<file path="config.mk">
export PLATFORM = sky130hd
export DESIGN_NAME = msp430_noc_link_arbiter
export DESIGN_NICKNAME = d
export VERILOG_FILES = /design/src/rtl/msp430_noc_arb_pkg.sv /design/src/rtl/msp430_rr_select.sv /design/src/rtl/msp430_noc_link_arbiter.sv
export SDC_FILE = /design/constraint.sdc
export NUM_CORES = 1
export LEC_CHECK = 0
export ABC_AREA = 1
export CORE_ASPECT_RATIO = 0.8
export CORE_UTILIZATION = 23
export DETAILED_ROUTE_END_ITERATION = 6
export GPL_ROUTABILITY_DRIVEN = 0
export PLACE_DENSITY = 0.86
export RECOVER_POWER = 50
export SYNTH_ARGS = -nofsm -noshare
export SYNTH_HDL_FRONTEND = slang
export SYNTH_SLANG_ARGS = --single-unit
</file>
<file path="constraint.sdc">
create_clock -name clk -period 5.5 [get_ports clk]
set_clock_uncertainty 0.15 [all_clocks]
set_input_delay 1.65 -clock clk [delete_from_list [all_inputs] [get_ports clk]]
set_output_delay 1.65 -clock clk [all_outputs]
set_load 0.05 [all_outputs]
</file>
<file path="src/rtl/msp430_noc_arb_pkg.sv">
// Shared types and constants for the NoC link arbiter.
// Counter logic in the top is enabled by macro MSP430_NOC_ARB_STATS_EN.
package msp430_noc_arb_pkg;

    typedef enum logic {
        IDLE   = 1'b0,
        LOCKED = 1'b1
    } arb_state_t;

    localparam int CNT_WIDTH          = 16;
    localparam int DEFAULT_FLIT_WIDTH = 32;

endpackage

</file>
<file path="src/rtl/msp430_rr_select.sv">
// Combinational round-robin picker: first set bit of req at or after ptr,
// wrapping modulo N, returned one-hot.
module msp430_rr_select #(
    parameter int N  = 2,
    parameter int PW = (N > 1) ? $clog2(N) : 1
) (
    input  logic [N-1:0]  req,
    input  logic [PW-1:0] ptr,
    output logic [N-1:0]  gnt
);

    logic [N-1:0] rot;
    logic [N-1:0] rot_gnt;

    // Rotate so ptr lands on bit 0, isolate the lowest set bit, rotate back.
    assign rot_gnt = rot & (~rot + N'(1));

    genvar gi;
    generate
        for (gi = 0; gi < N; gi++) begin : g_rot
            logic [PW:0] fwd_idx;
            logic [PW:0] back_idx;

            always_comb begin
                fwd_idx = {1'b0, ptr} + (PW+1)'(gi);
                if (fwd_idx >= (PW+1)'(N)) begin
                    fwd_idx = fwd_idx - (PW+1)'(N);
                end
                back_idx = (PW+1)'(gi) + (PW+1)'(N) - {1'b0, ptr};
                if (back_idx >= (PW+1)'(N)) begin
                    back_idx = back_idx - (PW+1)'(N);
                end
            end

            assign rot[gi] = req[fwd_idx[PW-1:0]];
            assign gnt[gi] = rot_gnt[back_idx[PW-1:0]];
        end
    endgenerate

endmodule

</file>
<file path="src/rtl/msp430_noc_link_arbiter.sv">
// Packet-locked round-robin arbiter sharing one NoC link among CHANNELS requesters.
// Optional per-channel packet counters: define MSP430_NOC_ARB_STATS_EN.
module msp430_noc_link_arbiter
    import msp430_noc_arb_pkg::*;
#(
    parameter int FLIT_WIDTH = DEFAULT_FLIT_WIDTH,
    parameter int CHANNELS   = 2
) (
    input  logic                                 clk,
    input  logic                                 rst,
    input  logic [CHANNELS-1:0][FLIT_WIDTH-1:0]  in_flit,
    input  logic [CHANNELS-1:0]                  in_last,
    input  logic [CHANNELS-1:0]                  in_valid,
    output logic [CHANNELS-1:0]                  in_ready,
    output logic [FLIT_WIDTH-1:0]                out_flit,
    output logic                                 out_last,
    output logic                                 out_valid,
    input  logic                                 out_ready,
    output logic [CHANNELS-1:0]                  grant,
    input  logic                                 stats_clr,
    output logic [CHANNELS-1:0][CNT_WIDTH-1:0]   pkt_count
);

    localparam int PW = $clog2(CHANNELS);

    arb_state_t          state_reg, state_next;
    logic [PW-1:0]       ptr_reg, ptr_next;
    logic [PW-1:0]       owner_reg, owner_next;
    logic [CHANNELS-1:0] rr_gnt;
    logic [PW-1:0]       owner;
    logic                has_owner;
    logic                xfer;
    logic                pkt_done;

    msp430_rr_select #(
        .N  (CHANNELS),
        .PW (PW)
    ) u_rr_select (
        .req (in_valid),
        .ptr (ptr_reg),
        .gnt (rr_gnt)
    );

    // In LOCKED the registered owner holds the link even while it idles.
    always_comb begin
        owner     = owner_reg;
        has_owner = 1'b1;
        if (state_reg == IDLE) begin
            owner     = '0;
            has_owner = |rr_gnt;
            for (int i = 0; i < CHANNELS; i++) begin
                if (rr_gnt[i]) begin
                    owner = PW'(i);
                end
            end
        end
    end

    always_comb begin
        grant = '0;
        if (has_owner) begin
            grant[owner] = 1'b1;
        end
        in_ready  = out_ready ? grant : '0;
        out_valid = has_owner && in_valid[owner];
        out_flit  = has_owner ? in_flit[owner] : '0;
        out_last  = has_owner && in_last[owner];
    end

    assign xfer     = out_valid && out_ready;
    assign pkt_done = xfer && out_last;

    always_comb begin
        state_next = state_reg;
        ptr_next   = ptr_reg;
        owner_next = owner_reg;
        case (state_reg)
            IDLE: begin
                if (xfer && !out_last) begin
                    state_next = LOCKED;
                    owner_next = owner;
                end
            end
            LOCKED: begin
                if (pkt_done) begin
                    state_next = IDLE;
                end
            end
            default: state_next = IDLE;
        endcase
        if (pkt_done) begin
            ptr_next = (owner == PW'(CHANNELS - 1)) ? '0 : owner + PW'(1);
        end
    end

    always_ff @(posedge clk) begin
        if (rst) begin
            state_reg <= IDLE;
            ptr_reg   <= '0;
            owner_reg <= '0;
        end else begin
            state_reg <= state_next;
            ptr_reg   <= ptr_next;
            owner_reg <= owner_next;
        end
    end

`ifdef MSP430_NOC_ARB_STATS_EN
    genvar gi;
    generate
        for (gi = 0; gi < CHANNELS; gi++) begin : g_cnt
            logic [CNT_WIDTH-1:0] cnt_reg;

            // Clear has priority over a same-cycle completion; count saturates.
            always_ff @(posedge clk) begin
                if (rst || stats_clr) begin
                    cnt_reg <= '0;
                end else if (pkt_done && owner == PW'(gi) && cnt_reg != '1) begin
                    cnt_reg <= cnt_reg + 1'b1;
                end
            end

            assign pkt_count[gi] = cnt_reg;
        end
    endgenerate
`else
    logic unused_stats_clr;
    assign unused_stats_clr = stats_clr;
    assign pkt_count        = '0;
`endif

endmodule

</file>
Word-level counts from Yosys, hierarchy flattened
Cells that the tools add are included.

Bits in registers: 3. Word-level logic and storage cells: 64. Output and inout bits: 70. Input port bits: 72.

Muxes and demuxes: 30. Add/subtract/negate cells: 9. Reductions and logical operators: 9. Order comparisons: 10. Bitwise gates (word level): 3.

Operators with widths (number): 32-bit two-way mux (3); 1-bit two-way mux (23); 1-bit by 2-bit < comparator with 1-bit output (second input constant) (5); 2-bit >= comparator (second input constant) (3); 1-bit logical AND (6); 2-bit two-way mux (2); 1-bit subtractor (second input constant) (4); 2-bit by 1-bit subtractor with 2-bit output (first input constant) (2); 1-bit by 1-bit adder with 2-bit output (second input constant) (1); 2-bit by 1-bit adder with 2-bit output (second input constant) (1); 2-bit bitwise AND (1); 1-bit by 2-bit >= comparator with 1-bit output (second input constant) (1); 2-bit NOT (1); 1-bit case mux with 2 select lines (1); 2-bit AND reduction (1); 2-bit OR reduction (1); 1-bit adder (second input constant) (1); 1-bit demux with 1-bit select (1); 1-bit >= comparator (second input constant) (1); 1-bit zero test (1); 1-bit NOT (1).

Logic depth before layout (Yosys ltp)
Word-level depth: 19. Gate-level depth with buffers: 10. Depth with buffers taken out: 10.

By module
Synthesis repeated with hierarchy kept, for this count alone.

Cell total of the unflattened synthesis: 118. Area total of the unflattened synthesis: 852.1 µm².

By module, submodules not included: msp430_noc_link_arbiter (area each 832.0 µm², sequential area each 60.1 µm², cells an instance 113, times used 1); msp430_rr_select (area each 20.0 µm², sequential area each 0.0 µm², cells an instance 5, times used 1).

Worst setup path before layout
No wires, ideal clock.

Path type: input port to output port. Start: input in_valid[1]. End: output out_flit[11]. Data required time: 3.700 ns. Cell stages on the path: 6. Arrival: 2.814 ns. Path buffers: 1. Setup slack: 0.886 ns. Cells stage by stage: inv_1 > nor2_2 > nand2_4 > nand2_8 > buf_2 > a22o_1.

Cells in the longest elaborated chain, start to end: 12. Elaborated cells between the ends (all ways): 18. Classes of those cells: add/sub (1); mux (14); bitwise (2); reduce/logical (1).

RTL lines: start, declared (line msp430_noc_link_arbiter.sv:13) `input logic [CHANNELS-1:0] in_valid,`; 1-bit two-way mux (not written as such) (2 in series) (line msp430_rr_select.sv:35) `assign rot[gi] = req[fwd_idx[PW-1:0]];`; 2-bit NOT (line msp430_rr_select.sv:16) `assign rot_gnt = rot & (~rot + N'(1));`; 2-bit by 1-bit adder with 2-bit output (line msp430_rr_select.sv:16); 2-bit bitwise AND (*) (line msp430_rr_select.sv:16); 1-bit two-way mux (not written as such) (2 in series) (line msp430_rr_select.sv:36) `assign gnt[gi] = rot_gnt[back_idx[PW-1:0]];`; 1-bit two-way mux (line msp430_noc_link_arbiter.sv:52) `if (rr_gnt[i]) begin`; 1-bit two-way mux (line msp430_noc_link_arbiter.sv:48) `if (state_reg == IDLE) begin`; 32-bit two-way mux (not written as such) (2 in series) (line msp430_noc_link_arbiter.sv:66) `out_flit = has_owner ? in_flit[owner] : '0;`; 32-bit two-way mux (*) (line msp430_noc_link_arbiter.sv:66); end, declared (line msp430_noc_link_arbiter.sv:15) `output logic [FLIT_WIDTH-1:0] out_flit,`.

Every way passes the cells marked *; elsewhere a longest branch is shown, timed or not. The select of a mux whose other input is x is not followed.

Worst setup path after layout
Start: input in_valid[1]. End: output grant[1].

Cells in the longest elaborated chain, start to end: 14. Elaborated cells between the ends (all ways): 21. Classes of those cells: add/sub (1); order compare (2); mux (14); bitwise (2); reduce/logical (2).

RTL lines: 1-bit two-way mux (not written as such) (2 in series) (line msp430_rr_select.sv:35); 2-bit NOT (line msp430_rr_select.sv:16); 2-bit by 1-bit adder with 2-bit output (line msp430_rr_select.sv:16); 2-bit bitwise AND (*) (line msp430_rr_select.sv:16); 1-bit two-way mux (not written as such) (2 in series) (line msp430_rr_select.sv:36); 1-bit two-way mux (line msp430_noc_link_arbiter.sv:52); 1-bit two-way mux (line msp430_noc_link_arbiter.sv:48); 1-bit by 2-bit < comparator with 1-bit output (not written as such) or 1-bit >= comparator (tied branches) (line msp430_noc_link_arbiter.sv:62) `grant[owner] = 1'b1;`; 1-bit logical AND (not written as such) (line msp430_noc_link_arbiter.sv:62); 1-bit two-way mux (not written as such) (line msp430_noc_link_arbiter.sv:62); 1-bit demux with 1-bit select (line msp430_noc_link_arbiter.sv:62); 2-bit two-way mux (*) (line msp430_noc_link_arbiter.sv:61) `if (has_owner) begin`; end, declared (line msp430_noc_link_arbiter.sv:19) `output logic [CHANNELS-1:0] grant,`.

Marked as above.

==> flow_summary.ini <==
[run_status]
status = completed

[global_routing]
grt_use_total = 0.157
grt_antenna_before_repair = 0
number_of_global_route_vias_before_repair = 1122
grt_start_max_net_pins = 34
wire_length_of_the_first_global_routing_pass_um = 5000
globalRouteOverflowTotal = 0

[yosys]
yosys-top-cells-area = a22o_1 (33%), buf_4 (28%), dfxtp_1 (7.1%)
yosys.cell_types.count = 20
ys_warn_count = 0
post_synth_inst_count = 117
avgSynthCellArea_um2 = 7.25
synth_ff_type = dfxtp_1
synth_edf_count = 0
post_synth_instance_area_um2 = 848
synth.yosys.seq_area_share = 0.0708
synth_area_leader_cell = a22o_1
synth_register_bits = 3
synth_largest_type_area_fraction = 0.330
synth.top_cells.by_count = a22o_1 (32), buf_4 (32), inv_1 (9), nand2_1 (9), nor2_1 (9)
async_sr_flop_fraction = 0

[cts]
tritoncts.num_buffers = 3
clk_transition_reported_paths_ns = 0.03
post-cts-setup-buffers = 0
cts_tree = yes
cts-hold-fix-buffers = 0
cts_root_buffer = clkbuf_8
clk-insertion-delay-late_ns = 0.21
htree_num_levels = 1
tritoncts_num_sinks = 3
cts_max_path_buffers = 2
postCtsResizedCells = 0

[pwr]
power.net_switching_uw = 259
power_uw = 492
vdd.ir_drop.worst_mv = 0.123
p_comb_frac = 0.819
leakage_uw = 0.000967
sequentialPowerShare = 0.053
cell_internal_pwr_uw = 233
netSwitchingFraction = 0.527
power.density_cell_area_nw_per_um2 = 246
clock_power_share = 0.128

[final_layout]
drive_above_1_share = 0.197
post-route-util = 0.576
areaGrowthSynthToFinish_pct = 136
final_net_count = 296
stdcell_area_um2 = 2000
insertedDiodeCount = 0

[routing]
vias = 1144
via_per_inst = 4.32
final_antenna_net_count = 0
routed_wl_um = 3250
detail_route.iter0.violations = 20
routedWlPerCell_um = 12.3
drt_drc_violations_left = 0
detail_route.first_pass.iterations = 4

[floorplan]
top_level_ports = 142
core_area_um2 = 3470
die-area_um2 = 3940
die_width_um = 69.9
start_util = 0.244
placementRows = 19
die_height_um = 56.3

[setup_path]
crit_path_max_fanout = 25
startpoint = in_valid[1]
worst-endpoint-required_ns = 3.70
worstPathArrival_ns = 3.38
rrSetupSlack_ns = 3.76
regToRegEndpoint = ptr_reg
crit_end = grant[1]
worstSetupStartpointType = input port
end_kind = output port
worstSetupPathType = in2out
ff2ff_path_depth = 9

[run]
drv_cap = 0

[min_path]
timing.hold.worst.class = reg2reg

[placed_design]
io_buffer_count = 108
placed_area_um2 = 2150
dp_hpwl_um = 2740

[timing]
finalCritPeriodShare = 0.941
slew_viol_final = 0
rsz_0062_raised_after_global_routing = no
timing.setup.tns_ns = 0
worst_hold_slack_ns = 0.342
final-hold-violation-count = 0
max_clock_freq_mhz = 193
worst_margin_pin_slew_ns = 0.624
timing.final.crit_period_ns = 5.18
slew_headroom = 0.586
finalSetupViolCount = 0
power by group through the flow:
stage,Sequential (uW),Combinational (uW),Clock (uW)
3_3_place_gp,26.1,442,0
5_1_grt,26.1,419,67.2
2_1_floorplan,25.8,258,0
6_report,26.0,403,63.1
4_1_cts,26.1,447,64.4
3_5_place_dp,26.4,446,0
cell type report:
| class | instances | area [um^2] |
|---|---|---|
| sequential | 3 | 60.1 |
| tap | 42 | 52.6 |
| timing repair buffer | 109 | 1230 |
| multi-input combinational | 96 | 569 |
| fill | 319 | 1470 |
| clock buffer | 4 | 45.0 |
| inverter | 11 | 43.8 |
logic make-up (layout without fill, tap and decap cells):
family | Yosys count | count (layout) | synth area share
AO/OA/AOI/OAI | 34 | 34 | 0.342
buffers and inverters | 49 | 124 | 0.392
flip-flops | 3 | 3 | 0.0708
other | 1 | 32 | 0.00442
AND/OR/NAND/NOR | 30 | 30 | 0.190
per-layer routing:
layer / wire length [um] / track usage
met5: 0 / 0
met4: 14 / 0.0429
met3: 344 / 0.0395
met2: 1750 / 0.310
met1: 1140 / 0.163
worst min path at each step:
stage,cells after the start,from,endpoint,slack (ns)
after global routing,2,ptr_reg,ptr_reg,0.38
after detailed placement,2,ptr_reg,ptr_reg,0.33
after floorplan,2,ptr_reg,ptr_reg,0.31
after global placement,2,ptr_reg,ptr_reg,0.32
after CTS,2,ptr_reg,ptr_reg,0.34
final,2,ptr_reg,ptr_reg,0.34
critical path: stages:
cell and delay [ns]:
clkdlybuf4s50_1 0.47, inv_1 0.06, nor2_1 0.16, nand2_4 0.11, nand2_8 0.12, buf_4 0.29, clkbuf_1 0.50
per-stage QoR:
stage	instances	worst slack [ns]
after floorplan	148	0.886
after global placement	261	0.453
after detailed placement	261	0.402
after CTS	265	0.400
after global routing	265	0.173
final	265	0.323
placed cells by master, fill, tap and decap left out:
| cell type | count |
|---|---|
| a21oi_1 | 1 |
| buf_4 | 3 |
| buf_12 | 22 |
| inv_4 | 1 |
| inv_1 | 10 |
| clkbuf_8 | 3 |
| dfxtp_1 | 3 |
| a22o_1 | 32 |
| clkbuf_1 | 4 |
| o21ai_0 | 1 |
| nand2_4 | 2 |
| nand3b_1 | 1 |
| nand2_8 | 1 |
| nand3_1 | 5 |
| nand2_1 | 9 |
| clkbuf_2 | 11 |
| nand2_2 | 1 |
| nand4_1 | 1 |
| nor2_1 | 10 |
| conb_1 | 32 |
| clkdlybuf4s50_1 | 70 |
No activity file was read; power rests on OpenSTA's default activity.
